--- config.mk ---
export PLATFORM = sky130hd
export DESIGN_NAME = mem_access_stage
export DESIGN_NICKNAME = d
export VERILOG_FILES = /design/src/rtl/mem_access_stage_pkg.sv /design/src/rtl/mem_access_stage_load_align.sv /design/src/rtl/mem_access_stage.sv
export SDC_FILE = /design/constraint.sdc
export NUM_CORES = 1
export LEC_CHECK = 0
export CORE_UTILIZATION = 44
export CTS_BUF_LIST = sky130_fd_sc_hd__clkbuf_4 sky130_fd_sc_hd__clkbuf_8
export CTS_CLUSTER_DIAMETER = 100
export DETAILED_ROUTE_END_ITERATION = 16
export PLACE_DENSITY_LB_ADDON = 0.15
export RECOVER_POWER = 50
export SLEW_MARGIN = 10
export SYNTH_ARGS = -nofsm -noshare
export SYNTH_HDL_FRONTEND = slang
export SYNTH_HIERARCHICAL = 1
export SYNTH_SLANG_ARGS = --single-unit
--- constraint.sdc ---
create_clock -name clk -period 9.9 [get_ports clk]
set_input_delay 1.98 -clock clk [delete_from_list [all_inputs] [get_ports clk]]
set_output_delay 1.98 -clock clk [all_outputs]
set_load 0.02 [all_outputs]
--- src/rtl/mem_access_stage_pkg.sv ---
// Shared types and helpers for the memory-access pipeline stage: operand sizes,
// FSM states, the latched operation and the MEM/WB bundle, plus byte-lane helpers.
package mem_pkg;

    localparam int BUS_DATA_WIDTH = 64;
    localparam int LANE_COUNT     = BUS_DATA_WIDTH / 8;
    localparam int LANE_BITS      = $clog2(LANE_COUNT);

    typedef enum logic [1:0] {BYTE, HALF, WORD, DWORD} mem_size_t;

    typedef enum logic [1:0] {IDLE, REQ, WAIT} mem_state_t;

    typedef struct packed {
        logic [BUS_DATA_WIDTH-1:0] alu_data;
        logic [BUS_DATA_WIDTH-1:0] store_data;
        logic                      mem_read;
        logic                      mem_write;
        mem_size_t                 size;
        logic                      is_unsigned;
        logic                      mem_or_reg;
        logic                      reg_write;
    } mem_op_t;

    typedef struct packed {
        logic                      valid;
        logic [BUS_DATA_WIDTH-1:0] read_data;
        logic [BUS_DATA_WIDTH-1:0] alu_data;
        logic                      mem_or_reg;
        logic                      reg_write;
    } wb_t;

    function automatic logic [LANE_BITS:0] size_bytes(input mem_size_t size);
        return 4'd1 << size;
    endfunction

    function automatic logic [LANE_COUNT-1:0] lane_mask(input mem_size_t size);
        return 8'hFF >> (4'd8 - size_bytes(size));
    endfunction

    // A misaligned lane is rounded down to the natural alignment of the access size.
    function automatic logic [LANE_BITS-1:0] align_lane(input logic [LANE_BITS-1:0] lane,
                                                        input mem_size_t size);
        logic [LANE_BITS:0] low_bits;
        low_bits = size_bytes(size) - 4'd1;
        return lane & ~low_bits[LANE_BITS-1:0];
    endfunction

    function automatic logic is_misaligned(input logic [LANE_BITS-1:0] lane,
                                           input mem_size_t size);
        logic [LANE_BITS:0] low_bits;
        low_bits = size_bytes(size) - 4'd1;
        return (lane & low_bits[LANE_BITS-1:0]) != 3'd0;
    endfunction

endpackage

--- src/rtl/mem_access_stage_load_align.sv ---
// Combinational load aligner: selects the addressed bytes of a memory line and
// sign- or zero-extends them to the full bus width.
module load_align
    import mem_pkg::*;
(
    input  logic [LANE_BITS-1:0]      lane,
    input  mem_size_t                 size,
    input  logic                      is_unsigned,
    input  logic [BUS_DATA_WIDTH-1:0] line,
    output logic [BUS_DATA_WIDTH-1:0] data
);

    logic [BUS_DATA_WIDTH-1:0] shifted;

    assign shifted = line >> {lane, 3'b000};

    always_comb begin
        data = shifted;
        unique case (size)
            BYTE:    data = {{56{~is_unsigned & shifted[7]}},  shifted[7:0]};
            HALF:    data = {{48{~is_unsigned & shifted[15]}}, shifted[15:0]};
            WORD:    data = {{32{~is_unsigned & shifted[31]}}, shifted[31:0]};
            DWORD:   data = shifted;
            default: data = shifted;
        endcase
    end

endmodule

--- src/rtl/mem_access_stage.sv ---
// Fourth pipeline stage: performs loads/stores over a request/response data port
// and presents a registered MEM/WB bundle. Optional MEM_MISALIGN_TRAP_EN adds outMisaligned.
module mem_access_stage #(
    parameter int BUS_DATA_WIDTH = 64,
    parameter int REG_ADDR_WIDTH = 5
) (
    input  logic                      clk,
    input  logic                      reset,
    input  logic                      inValid,
    output logic                      inReady,
    input  logic [BUS_DATA_WIDTH-1:0] inALUData,
    input  logic [BUS_DATA_WIDTH-1:0] inStoreData,
    input  logic                      inMemRead,
    input  logic                      inMemWrite,
    input  logic [1:0]                inMemSize,
    input  logic                      inMemUnsigned,
    input  logic                      inMemOrReg,
    input  logic                      inRegWrite,
    input  logic [REG_ADDR_WIDTH-1:0] inRd,
    output logic                      memReqValid,
    input  logic                      memReqReady,
    output logic                      memReqWrite,
    output logic [BUS_DATA_WIDTH-1:0] memReqAddr,
    output logic [BUS_DATA_WIDTH-1:0] memReqData,
    output logic [7:0]                memReqStrobe,
    input  logic                      memRespValid,
    input  logic [BUS_DATA_WIDTH-1:0] memRespData,
    output logic                      outValid,
    output logic [BUS_DATA_WIDTH-1:0] outReadData,
    output logic [BUS_DATA_WIDTH-1:0] outALUData,
    output logic                      outMemOrReg,
    output logic                      outRegWrite,
`ifdef MEM_MISALIGN_TRAP_EN
    output logic                      outMisaligned,
`endif
    output logic [REG_ADDR_WIDTH-1:0] outRd
);

    import mem_pkg::*;

    mem_state_t                state_q, state_d;
    mem_op_t                   op_q, op_d;
    wb_t                       wb_q, wb_d;
    logic [REG_ADDR_WIDTH-1:0] rd_q, rd_d;
    logic [REG_ADDR_WIDTH-1:0] out_rd_q, out_rd_d;
    logic [LANE_BITS-1:0]      lane;
    logic [BUS_DATA_WIDTH-1:0] load_data;
    logic                      in_req;
    logic                      trap;

    assign lane   = align_lane(op_q.alu_data[LANE_BITS-1:0], op_q.size);
    assign in_req = (state_q == REQ);

`ifdef MEM_MISALIGN_TRAP_EN
    assign trap = (inMemRead | inMemWrite)
                & is_misaligned(inALUData[LANE_BITS-1:0], mem_size_t'(inMemSize));
`else
    assign trap = 1'b0;
`endif

    load_align u_load_align (
        .lane        (lane),
        .size        (op_q.size),
        .is_unsigned (op_q.is_unsigned),
        .line        (memRespData),
        .data        (load_data)
    );

    // Request fields come only from latched state, so they stay stable across ready stalls.
    assign memReqValid  = in_req;
    assign memReqWrite  = in_req & op_q.mem_write;
    assign memReqAddr   = in_req ? {op_q.alu_data[BUS_DATA_WIDTH-1:LANE_BITS], 3'b000} : '0;
    assign memReqData   = in_req ? (op_q.store_data << {lane, 3'b000}) : '0;
    assign memReqStrobe = in_req ? (lane_mask(op_q.size) << lane) : '0;

    assign inReady     = (state_q == IDLE);
    assign outValid    = wb_q.valid;
    assign outReadData = wb_q.read_data;
    assign outALUData  = wb_q.alu_data;
    assign outMemOrReg = wb_q.mem_or_reg;
    assign outRegWrite = wb_q.reg_write;
    assign outRd       = out_rd_q;

    always_comb begin
        // NOTE: every variable gets a default before the case so no path can infer a latch.
        state_d  = state_q;
        op_d     = op_q;
        rd_d     = rd_q;
        wb_d     = wb_q;
        out_rd_d = out_rd_q;
        wb_d.valid = 1'b0;

        unique case (state_q)
            IDLE: begin
                if (inValid) begin
                    op_d = '{alu_data:    inALUData,
                             store_data:  inStoreData,
                             mem_read:    inMemRead,
                             mem_write:   inMemWrite,
                             size:        mem_size_t'(inMemSize),
                             is_unsigned: inMemUnsigned,
                             mem_or_reg:  inMemOrReg,
                             reg_write:   inRegWrite};
                    rd_d = inRd;
                    if ((inMemRead | inMemWrite) & ~trap) begin
                        state_d = REQ;
                    end else begin
                        // ALU results and trapped accesses both retire straight from IDLE.
                        wb_d     = '{valid: 1'b1, read_data: '0, alu_data: inALUData,
                                     mem_or_reg: inMemOrReg, reg_write: inRegWrite & ~trap};
                        out_rd_d = inRd;
                    end
                end
            end
            REQ: begin
                if (memReqReady) begin
                    if (op_q.mem_read) begin
                        state_d = WAIT;
                    end else begin
                        state_d  = IDLE;
                        wb_d     = '{valid: 1'b1, read_data: '0, alu_data: op_q.alu_data,
                                     mem_or_reg: op_q.mem_or_reg, reg_write: op_q.reg_write};
                        out_rd_d = rd_q;
                    end
                end
            end
            WAIT: begin
                if (memRespValid) begin
                    state_d  = IDLE;
                    wb_d     = '{valid: 1'b1, read_data: load_data, alu_data: op_q.alu_data,
                                 mem_or_reg: op_q.mem_or_reg, reg_write: op_q.reg_write};
                    out_rd_d = rd_q;
                end
            end
            default: state_d = IDLE;
        endcase
    end

    // NOTE: state registers use non-blocking assignments so every flop samples pre-edge values.
    always_ff @(posedge clk or posedge reset) begin
        if (reset) begin
            state_q  <= IDLE;
            op_q     <= '0;
            rd_q     <= '0;
            wb_q     <= '0;
            out_rd_q <= '0;
        end else begin
            state_q  <= state_d;
            op_q     <= op_d;
            rd_q     <= rd_d;
            wb_q     <= wb_d;
            out_rd_q <= out_rd_d;
        end
    end

`ifdef MEM_MISALIGN_TRAP_EN
    logic out_misaligned_q, out_misaligned_d;

    assign out_misaligned_d = wb_d.valid ? (inReady & trap) : out_misaligned_q;
    assign outMisaligned    = out_misaligned_q;

    always_ff @(posedge clk or posedge reset) begin
        if (reset) out_misaligned_q <= 1'b0;
        else       out_misaligned_q <= out_misaligned_d;
    end
`endif

endmodule
== Word-level counts from Yosys, hierarchy flattened ==
Cells that the tools add are included.
Widths: inputs -> output; s select.

* Bits in registers: 278
* Output and inout bits: 275

* Add/sub/neg operators: 2
* Eq/ne operators: 11
* Shifts and indexed selects: 5
* Multiplexer cells: 22
* Bitwise gates (word level): 8
* Reduce and logical (&&, ||, !) cells: 6

{| class="wikitable"
|+ Operators by type and width
! operator !! number
|-
| $mux 131 || 5
|-
| $pmux 131 s3 || 1
|-
| $pmux 64 s4 || 1
|-
| $mux 64 || 2
|-
| $shl 64x6->64 || 1
|-
| $shr 64x6->64 || 1
|-
| $mux 5 || 5
|-
| $pmux 5 s3 || 1
|-
| $mux 2 || 5
|-
| $ne 2x2->1 const B || 5
|-
| $mux 8 || 1
|-
| $shl 8x3->8 || 1
|-
| $shr 8x4->8 const A || 1
|-
| $eq 2x2->1 const B || 3
|-
| $pmux 2 s3 || 1
|-
| $reduce_and 6->1 || 1
|-
| $and 1x1->1 || 4
|-
| $eq 2x1->1 const B || 2
|-
| $logic_not 2->1 || 2
|-
| $reduce_and 4->1 || 1
|-
| $shl 1x2->4 const A || 1
|-
| $sub 4x4->4 const A || 1
|-
| $and 3x3->3 || 1
|-
| $not 3->3 || 1
|-
| other kinds (6) || 6
|}

== Depth between registers and ports, before layout ==
* Word-level depth: 9
* Mapped depth: 13
* Depth with buffers taken out: 7

== Cells and area by module ==
Netlist, hierarchy kept.

{| class="wikitable"
|+ By module, submodules not included
! module !! instances !! cells an instance !! area an instance (um^2) !! sequential area each (um^2)
|-
| mem_access_stage || 1 || 1060 || 13365.3 || 6956.7
|-
| load_align || 1 || 258 || 2543.7 || 0.0
|}

== Worst setup path before layout ==
No wires, ideal clock.

* Kind: register to output
* From: register state_q[1]
* To: output port memReqData[0]
* Arrival time: 1.932 ns
* Required time: 7.920 ns
* Slack: 5.988 ns
* Cell stages (with the launch flop): 6
* Path buffers: 0
* Cell sequence: dfrtp_1 -> inv_1 -> ha_1 -> or2b_1 -> nor2_1 -> and2_1

* Longest elaborated chain between the ends: 2

{| class="wikitable"
|+ Ends and longest elaborated chain
! item !! RTL line !! source
|-
| start, declared || mem_access_stage.sv:41 || <nowiki>mem_state_t state_q, state_d;</nowiki>
|-
| start signal, assigned || mem_access_stage.sv:148 || <nowiki>state_q <= state_d;</nowiki>
|-
| $eq 2x1->1 || mem_access_stage.sv:52 || <nowiki>assign in_req = (state_q == REQ);</nowiki>
|-
| named net memReqValid || mem_access_stage.sv:20 || <nowiki>output logic memReqValid,</nowiki>
|-
| $mux 64 || mem_access_stage.sv:73 || <nowiki>assign memReqData = in_req ? (op_q.store_data << {lane, 3'b000}) : '0;</nowiki>
|-
| end, declared || mem_access_stage.sv:24 || <nowiki>output logic [BUS_DATA_WIDTH-1:0] memReqData,</nowiki>
|}

The timed path passes the listed nets, and every way through them passes these cells.

==> results.py <==
metrics = {
    "worst_hold_path": {
        "hold_depth": 1,
        "min-delay-start": "outALUData[44]",
        "min_to": "outALUData[44]",
        "min_path_type": "flop to flop",
    },
    "worst_setup_path": {
        "r2r_end": "op_q[28]",
        "cp_slowest_stage_delay_ns": 3.04,
        "crit_chain": "dlygate4sd3_1 -> clkinvlp_2 -> buf_4 -> buf_4",
        "required_ns": 10.49,
        "critPathKind": "input pin to async pin",
        "critical_path.endpoint_type": "async pin",
        "timing.rr.start": "state_q[0]",
        "crit_top_cell": "buf_4",
        "start_kind": "input pin",
        "cp_max_fo": 124,
        "rrSetupSlack_ns": 5.10,
        "r2r_cells": 5,
        "crit_path_top_delay_cell": "clkinvlp_2",
        "worstPathArrival_ns": 7.37,
    },
    "yosys": {
        "async_reset_ff_frac": 1.00,
        "synth_warnings": 6,
        "ys_seq_area_frac": 0.437,
        "netlist-cell-type-count": 57,
        "synthFlopType": "dfrtp_1",
        "synth_edf_count": 0,
        "avgSynthCellArea_sq_um": 12.1,
        "syn-cell-area_sq_um": 15900,
        "syn_inst": 1318,
        "synth-seq-cells": 278,
    },
    "cts": {
        "cts-resized-gates": 0,
        "post_cts_buffers": 0,
        "clockBufferDepth": 3,
        "clk_latency_ns": 0.64,
        "numCtsBuffers": 50,
        "clockRootBuffer": "clkbuf_8",
        "cts.clk_slew.worst_paths_ns": 0.06,
        "cts_tree": "done",
        "ctsHoldBuffers": 0,
        "numClockSinks": 278,
        "htreeDepth": 2,
    },
    "timing": {
        "rsz0062_at_grt": "false",
        "finalSetupViolCount": 0,
        "fmax_mhz": 148,
        "relSlewSlack": -2.65,
        "period_needed_ns": 6.78,
        "fin_setup_tns_ns": 0,
        "final.setup_skew_ns": 0.0382,
        "drv_slew": 193,
        "hold_violations": 0,
        "worstMarginPinSlew_ns": 5.44,
        "fin_crit_sh": 0.684,
    },
    "floorplanning": {
        "dieWidth_microns": 192,
        "io_pins": 484,
        "dieArea_sq_um": 36900,
        "die_y_microns": 192,
        "core_sq_um": 35600,
        "rows": 69,
        "start_util": 0.447,
    },
    "power": {
        "p_total_uw": 7760,
        "cellPowerDensity_nw_per_um2": 357,
        "p_leak_uw": 0.00942,
        "ir_drop_uv": 250,
    },
    "grt": {
        "gr-total-overflow": 0,
        "grt_max_degree": 125,
        "grt_pass1_wl_microns": 76800,
        "track_usage": 0.271,
        "antenna_found_initial": 4,
        "grt_pass1_vias": 13029,
    },
    "run_status": {
        "violations": "max-capacitance violations, max-slew violations",
        "status": "finished, violations left",
    },
    "cells_and_area": {
        "drive_above_1_share": 0.217,
        "area_growth_pct": 36.7,
        "nNetsFinal": 1951,
        "final_area_sq_um": 21700,
    },
    "drt": {
        "wl_per_cell_microns": 23.0,
        "wirelength_microns": 51400,
        "vias": 13060,
        "drt-pass1-iter-count": 5,
        "drc": 0,
        "ant_nets": 0,
        "drt_iter0_drc": 785,
        "via_per_inst": 5.85,
    },
    "placement": {
        "portBuffers": 480,
        "hpwl_microns": 34700,
        "gp_congestion": 0.938,
        "placed_area_sq_um": 20700,
    },
    "job": {
        "max_cap_viol_count": 2,
    },
}
## final cells by class
cell class | count | area, sq um
Antenna cell | 2 | 5.00
Fill cell | 2950 | 13800
Timing Repair Buffer | 496 | 4920
Clock inverter | 5 | 72.6
Inverter | 10 | 41.3
Sequential cell | 278 | 6960
Tap cell | 461 | 577
Clock buffer | 80 | 995
Multi-Input combinational cell | 901 | 8180
## flip-flops by register name, summed over array words and instances (netlist names)
signal       flops
outRegWrite      1
outRd            5
outReadData     64
outValid         1
state_q          2
outMemOrReg      1
op_q           135
rd_q             5
outALUData      64
## layout by cell type, fill, tap and decap left out, types with 3 or more instances in the layout
master,Yosys,routed
clkbuf_4,0,17
nand3_2,10,10
o21ai_0,9,12
clkdlybuf4s50_1,0,343
conb_1,1,3
nor2b_1,8,6
dlygate4sd3_1,0,137
mux4_2,35,35
a22oi_1,80,80
a22o_1,63,63
o2bb2ai_2,40,40
inv_1,6,5
nand4_2,25,25
buf_4,11,16
clkbuf_8,0,63
and2_1,89,89
ha_1,5,4
nand2_1,102,101
o2bb2ai_1,49,49
a21oi_1,7,7
nand4_1,8,8
dfrtp_1,278,278
mux2i_1,97,97
o21ai_1,13,10
nor3_1,4,4
mux2_1,8,8
inv_2,4,3
a32o_1,24,24
nor2_1,24,24
mux2_2,147,147
nand2b_1,6,5
nand3_1,18,18
## power breakdown
group | switching (uW) | internal (uW) | leakage, uW
registers | 388 | 1600 | 0.00354
logic | 2530 | 2080 | 0.00532
clock network | 497 | 660 | 0.000567
## metrics by stage
| step | hold WS, ns | setup WS (ns) | std cells | util |
|---|---|---|---|---|
| finish | 0.479 | 3.12 | 2233 | 0.611 |
| global placement | 0.472 | 4.18 | 2146 | 0.582 |
| detailed placement | 0.473 | 4.16 | 2146 | 0.582 |
| global route | 0.500 | 2.02 | 2233 | 0.611 |
| floorplan | 0.471 | 0.255 | 1320 | - |
| CTS | 0.491 | 3.44 | 2231 | 0.612 |
## layer usage
metal	global-route usage	up-vias	part of all wire
li1	-	5828	-
met1	0.346	6616	0.40
met2	0.439	516	0.48
met3	0.0676	96	0.080
met4	0.108	4	0.032
met5	0	-	0.00060
## critical path, delay by kind of cell
kind	cells	cell delay (ns)
buf+inv	4	5.26
## synth_stat cells, types with 7 or more instances
| master | n | area share |
|---|---|---|
| a21oi_1 | 7 | 0.0022 |
| a22o_1 | 63 | 0.035 |
| a22oi_1 | 80 | 0.038 |
| a32o_1 | 24 | 0.015 |
| and2_1 | 89 | 0.035 |
| buf_1 | 7 | 0.0017 |
| buf_2 | 46 | 0.014 |
| buf_4 | 11 | 0.0052 |
| buf_6 | 28 | 0.020 |
| clkbuf_1 | 39 | 0.0092 |
| dfrtp_1 | 278 | 0.44 |
| mux2_1 | 8 | 0.0057 |
| mux2_2 | 147 | 0.10 |
| mux2i_1 | 97 | 0.061 |
| mux4_2 | 35 | 0.050 |
| nand2_1 | 102 | 0.024 |
| nand3_1 | 18 | 0.0057 |
| nand3_2 | 10 | 0.0063 |
| nand4_1 | 8 | 0.0031 |
| nand4_2 | 25 | 0.020 |
| nor2_1 | 24 | 0.0057 |
| nor2b_1 | 8 | 0.0031 |
| o21ai_0 | 9 | 0.0028 |
| o21ai_1 | 13 | 0.0041 |
| o2bb2ai_1 | 49 | 0.027 |
| o2bb2ai_2 | 40 | 0.038 |
## cell families after synthesis
family,Yosys count,synth area share
AOI/OAI and AO/OA,299,0.171
adders and majority gates,5,0.00393
other,1,0.000236
and+or+nand+nor,305,0.113
buffers and inverters,141,0.0527
DFF,278,0.437
muxes,289,0.222
## worst max-delay path by stage
stage                     startpoint        endpoint  depth (start not counted)
after CTS                    op_q[4]  memReqData[35]                          5
final                          reset        op_q[20]                          4
after detailed placement     op_q[4]  memReqData[35]                          5
after global routing           reset        op_q[20]                          4
after floorplan                reset         op_q[0]                          1
after global placement       op_q[4]  memReqData[39]                          5
Note: power is estimated with default switching activity, not from simulation.
